[src/rtl/axis_ask_uart_tx.sv]
// axis_ask_uart_tx: AXI-Stream byte sink -> FIFO -> 8N1 UART serializer -> on/off-keyed
// carrier drive for the ASK link front-end. Single clock domain, async active-low reset.
// Optional build macro AXIS_ASK_UART_TX_RAW_EN adds a 'tx' output carrying the registered
// UART line, cycle-aligned with ask_tx (tx=0 exactly when the carrier is on).
module axis_ask_uart_tx #(
    parameter int TX_SIZE     = 4,   // log2 of FIFO depth
    parameter int clkdiv_tx   = 12,  // clocks per UART bit, >= 2
    parameter int CARRIER_DIV = 1    // clocks per carrier half-period, >= 1
) (
    input  logic       clk,
    input  logic       rst,
    input  logic [7:0] i_tdata,
    input  logic       i_tvalid,
    output logic       i_tready,
    output logic [1:0] ask_tx
`ifdef AXIS_ASK_UART_TX_RAW_EN
    ,
    output logic       tx
`endif
);

    localparam int DEPTH = 2 ** TX_SIZE;
    localparam int CW    = (clkdiv_tx > 1) ? $clog2(clkdiv_tx) : 1;
    localparam int CDW   = (CARRIER_DIV > 1) ? $clog2(CARRIER_DIV) : 1;
    localparam int PW    = TX_SIZE + 1;

    typedef enum logic [1:0] {
        S_IDLE  = 2'd0,
        S_START = 2'd1,
        S_DATA  = 2'd2,
        S_STOP  = 2'd3
    } state_t;

    // FIFO storage and wrapping pointers (extra MSB distinguishes full from empty)
    logic [7:0]    mem [DEPTH];
    logic [PW-1:0] wr_ptr_q, wr_ptr_d;
    logic [PW-1:0] rd_ptr_q, rd_ptr_d;
    logic          ready_q, ready_d;
    logic          push, pop, empty, full_d;
    logic [7:0]    mem_rd;

    // Serializer
    state_t        state_q, state_d;
    logic [CW-1:0] baud_cnt_q, baud_cnt_d;
    logic [2:0]    bit_cnt_q, bit_cnt_d;
    logic [7:0]    shift_q, shift_d;
    logic          baud_end;
    logic          line_c;

    // Carrier generator / output register
    logic [1:0]     ask_q, ask_d;
    logic           phase_q, phase_d;
    logic [CDW-1:0] car_cnt_q, car_cnt_d;

    assign push     = i_tvalid & ready_q;
    assign empty    = (wr_ptr_q == rd_ptr_q);
    assign mem_rd   = mem[rd_ptr_q[TX_SIZE-1:0]];
    assign baud_end = (baud_cnt_q == CW'(clkdiv_tx - 1));

    // FIFO pointer update; ready is registered from the post-update occupancy
    always_comb begin
        wr_ptr_d = wr_ptr_q + {{(PW-1){1'b0}}, push};
        rd_ptr_d = rd_ptr_q + {{(PW-1){1'b0}}, pop};
        full_d   = (wr_ptr_d[TX_SIZE] != rd_ptr_d[TX_SIZE]) &&
                   (wr_ptr_d[TX_SIZE-1:0] == rd_ptr_d[TX_SIZE-1:0]);
        ready_d  = ~full_d;
    end

    // FIFO data write; storage is not reset, only the pointers are
    always_ff @(posedge clk) begin
        if (push) begin
            mem[wr_ptr_q[TX_SIZE-1:0]] <= i_tdata;
        end
    end

    // FIFO pointer and ready registers
    always_ff @(posedge clk or negedge rst) begin
        if (!rst) begin
            wr_ptr_q <= '0;
            rd_ptr_q <= '0;
            ready_q  <= 1'b1;
        end else begin
            wr_ptr_q <= wr_ptr_d;
            rd_ptr_q <= rd_ptr_d;
            ready_q  <= ready_d;
        end
    end

    // Serializer next state: frame timing, FIFO pop and the unregistered line level
    always_comb begin
        state_d    = state_q;
        baud_cnt_d = baud_cnt_q + CW'(1);
        bit_cnt_d  = bit_cnt_q;
        shift_d    = shift_q;
        pop        = 1'b0;
        line_c     = 1'b1;
        unique case (state_q)
            S_IDLE: begin
                baud_cnt_d = '0;
                if (!empty) begin
                    pop     = 1'b1;
                    shift_d = mem_rd;
                    state_d = S_START;
                end
            end
            S_START: begin
                line_c = 1'b0;
                if (baud_end) begin
                    baud_cnt_d = '0;
                    bit_cnt_d  = 3'd0;
                    state_d    = S_DATA;
                end
            end
            S_DATA: begin
                line_c = shift_q[0];
                if (baud_end) begin
                    baud_cnt_d = '0;
                    shift_d    = {1'b0, shift_q[7:1]};
                    if (bit_cnt_q == 3'd7) begin
                        state_d = S_STOP;
                    end else begin
                        bit_cnt_d = bit_cnt_q + 3'd1;
                    end
                end
            end
            S_STOP: begin
                line_c = 1'b1;
                if (baud_end) begin
                    baud_cnt_d = '0;
                    // Back-to-back frames: next start bit follows the stop bit directly
                    if (!empty) begin
                        pop     = 1'b1;
                        shift_d = mem_rd;
                        state_d = S_START;
                    end else begin
                        state_d = S_IDLE;
                    end
                end
            end
            default: begin
                state_d    = S_IDLE;
                baud_cnt_d = '0;
            end
        endcase
    end

    // Serializer state registers
    always_ff @(posedge clk or negedge rst) begin
        if (!rst) begin
            state_q    <= S_IDLE;
            baud_cnt_q <= '0;
            bit_cnt_q  <= '0;
            shift_q    <= '0;
        end else begin
            state_q    <= state_d;
            baud_cnt_q <= baud_cnt_d;
            bit_cnt_q  <= bit_cnt_d;
            shift_q    <= shift_d;
        end
    end

    // Carrier keying: mark turns carrier off and rewinds the phase so each burst starts at 2'b01
    always_comb begin
        ask_d     = 2'b00;
        phase_d   = 1'b0;
        car_cnt_d = '0;
        if (!line_c) begin
            ask_d = phase_q ? 2'b10 : 2'b01;
            if (car_cnt_q == CDW'(CARRIER_DIV - 1)) begin
                car_cnt_d = '0;
                phase_d   = ~phase_q;
            end else begin
                car_cnt_d = car_cnt_q + CDW'(1);
                phase_d   = phase_q;
            end
        end
    end

    // Carrier and output registers
    always_ff @(posedge clk or negedge rst) begin
        if (!rst) begin
            ask_q     <= 2'b00;
            phase_q   <= 1'b0;
            car_cnt_q <= '0;
        end else begin
            ask_q     <= ask_d;
            phase_q   <= phase_d;
            car_cnt_q <= car_cnt_d;
        end
    end

    assign i_tready = ready_q;
    assign ask_tx   = ask_q;

`ifdef AXIS_ASK_UART_TX_RAW_EN
    logic tx_q;

    // Raw UART line, registered alongside ask_q so both change on the same edge
    always_ff @(posedge clk or negedge rst) begin
        if (!rst) begin
            tx_q <= 1'b1;
        end else begin
            tx_q <= line_c;
        end
    end

    assign tx = tx_q;
`endif

endmodule

[config.mk]
export PLATFORM = sky130hd
export DESIGN_NAME = axis_ask_uart_tx
export DESIGN_NICKNAME = d
export VERILOG_FILES = /design/src/rtl/axis_ask_uart_tx.sv
export SDC_FILE = /design/constraint.sdc
export NUM_CORES = 1
export LEC_CHECK = 0
export ABC_AREA = 1
export CAP_MARGIN = 20
export CELL_PAD_IN_SITES_DETAIL_PLACEMENT = 1
export CELL_PAD_IN_SITES_GLOBAL_PLACEMENT = 2
export CORE_AREA = 2 2 96 168
export CTS_CLUSTER_SIZE = 16
export DETAILED_ROUTE_END_ITERATION = 7
export DIE_AREA = 0 0 98 170
export GPL_ROUTABILITY_DRIVEN = 0
export PLACE_DENSITY = 0.93
export RECOVER_POWER = 50
export SETUP_SLACK_MARGIN = 0.2
export SLEW_MARGIN = 10
export SYNTH_ARGS = -nofsm -noshare
export SYNTH_HDL_FRONTEND = slang
export SYNTH_SLANG_ARGS = --single-unit
[constraint.sdc]
create_clock -name clk -period 3.4 [get_ports clk]
set_input_delay 0.34 -clock clk [delete_from_list [all_inputs] [get_ports clk]]
set_output_delay 0.34 -clock clk [all_outputs]
set_load 0.05 [all_outputs]
==> results of run 1 <==
[stage by stage]
step	instance area, um2	util, %
after floorplan	6800	-
after global placement	7040	46.2
after detailed placement	7040	46.2
after CTS	7630	50.1
after global routing	7650	50.2
final	7650	50.2
[flip-flops by register name, summed over array words and instances (netlist names)]
| register | cells |
|---|---|
| bit_cnt_q | 3 |
| baud_cnt_q | 4 |
| ask_tx | 1 |
| shift_q | 8 |
| rd_ptr_q | 5 |
| i_tready | 1 |
| wr_ptr_q | 5 |
| phase_q | 1 |
| state_q | 2 |
| mem | 128 |
[cells in the mapped netlist, types with 2 or more instances]
cell type / instances / area, um2
o21ai_1: 25 / 125
dfrtp_1: 29 / 726
buf_4: 10 / 75.1
buf_2: 8 / 40.0
edfxtp_1: 128 / 3840
nand4_1: 3 / 18.8
o21ai_0: 14 / 70.1
nor2_2: 4 / 25.0
ha_1: 12 / 150
nand3_1: 59 / 295
a32o_1: 2 / 20.0
nand2_1: 162 / 608
nor2_1: 119 / 447
inv_2: 8 / 30.0
clkbuf_1: 7 / 26.3
xor2_1: 7 / 61.3
a21oi_1: 9 / 45.0
inv_1: 19 / 71.3
xnor2_1: 4 / 35.0
[path summary, 6_finish.rpt]
| path | cells after the start | endpoint | slack (ns) |
|---|---|---|---|
| setup / recovery | 13 | i_tready | 0.70 |
| hold / removal | 1 | phase_q | 0.45 |
| setup reg to reg | 13 | i_tready | 0.70 |
| hold reg to reg | 1 | phase_q | 0.45 |
| max in group asynchronous | 2 | rd_ptr_q[0] | 1.43 |
| min in group asynchronous | 2 | state_q[0] | 0.87 |
[kinds of logic (layout without fill, tap and decap cells)]
logic type / count (synthesis) / count (layout)
adders and majority gates: 12 / 12
DFF: 158 / 158
AOI/OAI and AO/OA: 52 / 52
and+or+nand+nor: 349 / 349
buffers and inverters: 53 / 78
xor gates and xnor gates: 12 / 12
[worst max-delay path, stage by stage, from the launching register on]
cell and delay [ns]:
dfrtp_1 0.65, inv_2 0.18, nand2_1 0.10, nand2_1 0.07, nor2_2 0.18, nand3_1 0.19
nand3_1 0.12, a21oi_1 0.07, ha_1 0.21, ha_1 0.33, nand2_1 0.08, o21ai_0 0.09
a211oi_1 0.21, nand4_1 0.13
[power groups by stage]
stage / clock (W) / combinational, W / sequential, W
after floorplan: 0 / 0.000305 / 0.00240
after global placement: 0 / 0.000465 / 0.00243
after detailed placement: 0 / 0.000495 / 0.00244
after CTS: 0.00193 / 0.000503 / 0.00240
after global routing: 0.00200 / 0.000550 / 0.00242
final: 0.00191 / 0.000501 / 0.00240
[final cells by class]
type	count	area, um2	area share [%]
Clock buffer	18	429	5.61
Clock inverter	14	158	2.06
Inverter	27	101	1.33
Multi-Input combinational cell	425	1950	25.4
Sequential cell	158	4600	60.1
Tap cell	186	233	3.04
Timing Repair Buffer	19	184	2.41
[layer usage]
| layer | vias up | part of all wire [%] | track usage [%] |
|---|---|---|---|
| met4 | 0 | 4.2 | 11.5 |
| met1 | 2330 | 38 | 25.3 |
| met2 | 108 | 54 | 39.5 |
| li1 | 2161 | - | - |
| met3 | 43 | 3.5 | 3.74 |
| met5 | - | 0 | 0 |
==> impl_metrics.yaml, run 1 <==
outcome:
  run_status: "finished, violations left"
  violations: "capacitance limit, slew limit"
sta:
  hold_ws_ns: 0.451
  setup_tns_ns: 0
  final_hold_viol_count: 0
  relSlewSlack_pct: -12.7
  worst_slack_ns: 0.704
  tightest_slew_ns: 1.69
  setup_viol: 0
  fin_skew_ns: 0.0145
  rsz0062_at_grt: "false"
  finalCriticalPeriod_ns: 2.70
  fmax_mhz: 371
  fin_crit_sh_pct: 79.3
  report.final.slew_viol_count: 31
die:
  dieArea_um2: 16700
  chipWidth_um: 98
  io_pins: 14
  die_h_um: 170
  row_count: 60
  core_um2: 15200
  start_util_pct: 44.6
critical_path:
  crit_type: "flop to flop"
  critPathLaunch: "rd_ptr_q[2]"
  worstPathArrival_ns: 3.04
  cp-end-kind: "flop"
  worstPathRequired_ns: 3.74
  r2r-start: "rd_ptr_q[2]"
  path_max_fanout: 14
  start_kind: "flop"
clock_network:
  post_cts_resized: 0
  clkLatencyLatePin_ns: 0.44
  cts_buffers: 17
  hold_buffers: 0
  clkTransAtPathRegs_ns: 0.07
  cts.sinks: 158
  cts_max_level: 4
  post_cts_buffers: 0
  cts_tree: "yes"
  cts-root-buf: "clkbuf_16"
  clockBufferDepth: 2
placed_design:
  place_inst: 814
  dpl_worst_slack_ns: 0.810
  io_buffers: 13
  dpl.hpwl_um: 11400
final_layout:
  most-common-layout-cells: "nand2_1 (162), edfxtp_1 (128), nor2_1 (119), nand3_1 (59), dfrtp_1 (28)"
  mostFrequentLayoutCell: "nand2_1"
  drive_above_1_share_pct: 7.87
  final_cells: 847
  antenna_cells: 0
  syn2layout_area_growth_pct: 12.5
  fill_cells: 1663
  fin_nets: 671
run:
  cap_violations: 1
worst_hold_path:
  hp-start: "phase_q"
  holdCritPathClass: "flop to flop"
yosys:
  synth_edf_count: 128
  synth_compound_area_share_pct: 4.07
  ys_seq_elements: 158
  synthArstFlopShare_pct: 19.0
  synth_top_family_by_area: "simple AND/OR/NAND/NOR gates"
  synth_simple_gate_area_share_pct: 20.7
  seq_area_frac_synth_pct: 67.6
  synth_nets: 659
  muxShareOfSynthArea_pct: 0
  synthCells: 636
  syn-mean-instance-area_um2: 10.7
  ys_types: 26
  syn-cell-area_um2: 6800
  synthAdderAreaFrac_pct: 2.21
  synth_xor_area_share_pct: 1.66
  yosys_warnings: 0
  ys.flop_type: "edfxtp_1"
routing:
  routed_via_density: 5.48
  drt_iter0_drc: 201
  vias: 4642
  wl_um: 17500
  wl_per_cell_um: 20.6
  drc: 0
  detail-route-antenna-nets: 0
  first_pass_iters: 4
grt:
  overflow: 0
  first_global_vias: 4987
  antenna_found_initial: 0
  grtUsageTotal_pct: 22.1
  grt_pass1_wl_um: 27600
  grt_start_max_net_pins: 65
power_and_ir_drop:
  comb_power_share_pct: 10.4
  finalPower_w: 0.00481
  seqPwrFrac_pct: 49.9
  vdd_drop_max_mv: 0.403
  p_leak_nw: 2.92
  p_int_w: 0.00341
  p_per_area_nw_per_um2: 629
  clock_power_share_pct: 39.7
  power.net_switching_w: 0.00140
  swShare_pct: 29.1
No activity file was read; power rests on OpenSTA's default activity.
==> run 2, diff against run 1 <==
- CORE_AREA: 2 2 96 168 -> 2 2 100 174
- DIE_AREA: 0 0 98 170 -> 0 0 102 176
- PLACE_DENSITY: 0.93 -> 0.88
- clock period: 3.4 -> 2.6 ns (I/O delays scaled with it)
==> run 2 against run 1 <==
Against the previous run: the run still ends with capacitance limit, slew limit left; count of clock-buffer cells in the layout up 1; clock skew down 0.0089 ns; routed wire length decreased by 1.4%; worst setup slack got worse by 0.33 ns; sequential cell count unchanged; critical path depth did not move; highest routed layer unchanged; largest cell class unchanged; total power increased by 31%; critical path type unchanged; die area is 7.8% higher; non-clock buffer count is 23 higher; largest power group unchanged.
==> impl_metrics.yaml, run 2 (synthesis gave the netlist of run 1 again) <==
outcome:
  run_status: "finished, violations left"
  violations: "capacitance limit, slew limit"
critical_path:
  crit_type: "flop to flop"
  r2r-start: "baud_cnt_q[0]"
  worstPathRequired_ns: 2.94
  reg2reg_slack_ns: 0.38
  crit_chain: "ha_2 > inv_1 > nor2_1 > nand2_2 > inv_2 > nand3_1 > a21oi_1 > ha_2 > ha_1 > nand2_1 > o21ai_1 > a211oi_2 > nand4_1"
  path_depth: 13
  path_max_fanout: 4
  worstPathArrival_ns: 2.56
  cp-end-kind: "flop"
  r2r_end: "i_tready"
  cp_common_cell: "ha_2"
  critPathBufInv: 2
  worstSetupEndpoint: "i_tready"
  max_stage_delay_ns: 0.35
  crit_family: "adder cells"
  r2r_cells: 13
  start_kind: "flop"
  cpMaxStageDelayCell: "dfrtp_1"
  critPathLaunch: "baud_cnt_q[0]"
placed_design:
  dpl.hpwl_um: 11600
  io_buffers: 13
sta:
  rsz0062_at_grt: "false"
  fmax_mhz: 450
  tightest_slew_ns: 1.68
  finalCriticalPeriod_ns: 2.22
  setup_tns_ns: 0
  fin_skew_ns: 0.00565
  setup_viol: 0
  final_hold_viol_count: 0
  fin_crit_sh_pct: 85.6
  report.final.slew_viol_count: 31
  relSlewSlack_pct: -12.0
die:
  start_util_pct: 41.3
  dieArea_um2: 18000
  core_um2: 16400
  row_count: 62
  die_h_um: 176
  io_pins: 14
  chipWidth_um: 102
final_layout:
  antenna_cells: 0
  syn2layout_area_growth_pct: 16.3
  fin_nets: 694
  mostFrequentLayoutCell: "nand2_1"
  largest_register_ff_count: 128
  fill_cells: 1799
  most-common-layout-cells: "nand2_1 (159), edfxtp_1 (128), nor2_1 (118), nand3_1 (58), buf_4 (27)"
  drive_above_1_share_pct: 13.0
routing:
  drt_iter0_drc: 309
  drc: 0
  wl_per_cell_um: 19.0
  vias: 4655
  wl_um: 17200
  detail-route-antenna-nets: 0
  first_pass_iters: 4
  routed_via_density: 5.13
grt:
  grt_start_max_net_pins: 65
  antenna_found_initial: 0
  grt_pass1_wl_um: 27700
  first_global_vias: 5182
  grtUsageTotal_pct: 20.8
  overflow: 0
power_and_ir_drop:
  p_leak_nw: 3.02
  p_per_area_nw_per_um2: 797
  vdd_drop_max_mv: 0.608
  finalPower_w: 0.00630
clock_network:
  clkLatencyLatePin_ns: 0.42
  clockBufferDepth: 2
  cts_max_level: 4
  hold_buffers: 0
  cts-root-buf: "clkbuf_16"
  clkTransAtPathRegs_ns: 0.06
  cts.sinks: 158
  cts_tree: "yes"
  cts_buffers: 17
run:
  cap_violations: 1
worst_hold_path:
  holdCritPathClass: "flop to flop"
run 2: power by group:
part / switching (W) / leakage (nW) / internal, W
logic: 0.000529 / 1.23 / 0.000228
registers: 0.000112 / 1.52 / 0.00302
clock network: 0.00100 / 0.275 / 0.00141
run 2: layout make-up:
| type | instances | area [um2] | area share, % |
|---|---|---|---|
| sequential | 158 | 4600 | 58.2 |
| multi-input combinational | 425 | 1980 | 25.1 |
| clock buffer | 19 | 433 | 5.48 |
| timing repair buffer | 42 | 357 | 4.51 |
| tap | 224 | 280 | 3.55 |
| clock inverter | 13 | 141 | 1.79 |
| inverter | 27 | 106 | 1.35 |
run 2: worst min path at each step:
stage / startpoint / endpoint / slack (ns) / depth (start not counted)
3_5_place_dp: phase_q / phase_q / 0.46 / 1
2_1_floorplan: rst / ask_tx[1] / -0.04 / 0
5_1_grt: phase_q / phase_q / 0.49 / 1
6_report: phase_q / phase_q / 0.45 / 1
3_3_place_gp: phase_q / phase_q / 0.44 / 1
4_1_cts: rst / shift_q[2] / 0.23 / 2
run 2: metrics by stage:
stage               instance area (um2)  setup slack [ns]  util (%)  hold WS [ns]  instances
global route                       7900             0.224      48.1         0.486        908
finish                             7900             0.375      48.1         0.454        908
floorplan                          6800             0.606         -       -0.0356        636
CTS                                7840             0.255      47.6         0.228        904
global placement                   7250             0.382      44.1         0.438        872
detailed placement                 7250             0.205      44.1         0.458        872
run 2: per-layer routing:
layer	vias to the layer above	global-route usage, %	routed length, um
li1	2209	-	-
met1	2329	24.1	6620
met4	0	7.33	534
met3	34	4.00	533
met5	-	0	0
met2	83	37.8	9550
run 2: what timing repair did:
| action | 4_1_cts | 5_1_grt |
|---|---|---|
| setup buffers | 0 | 4 |
| pin swaps | 0 | 1 |
| gates resized for setup | 2 | 17 |
| gates cloned | 0 | 0 |
| setup endpoints to repair | 1 | 1 |
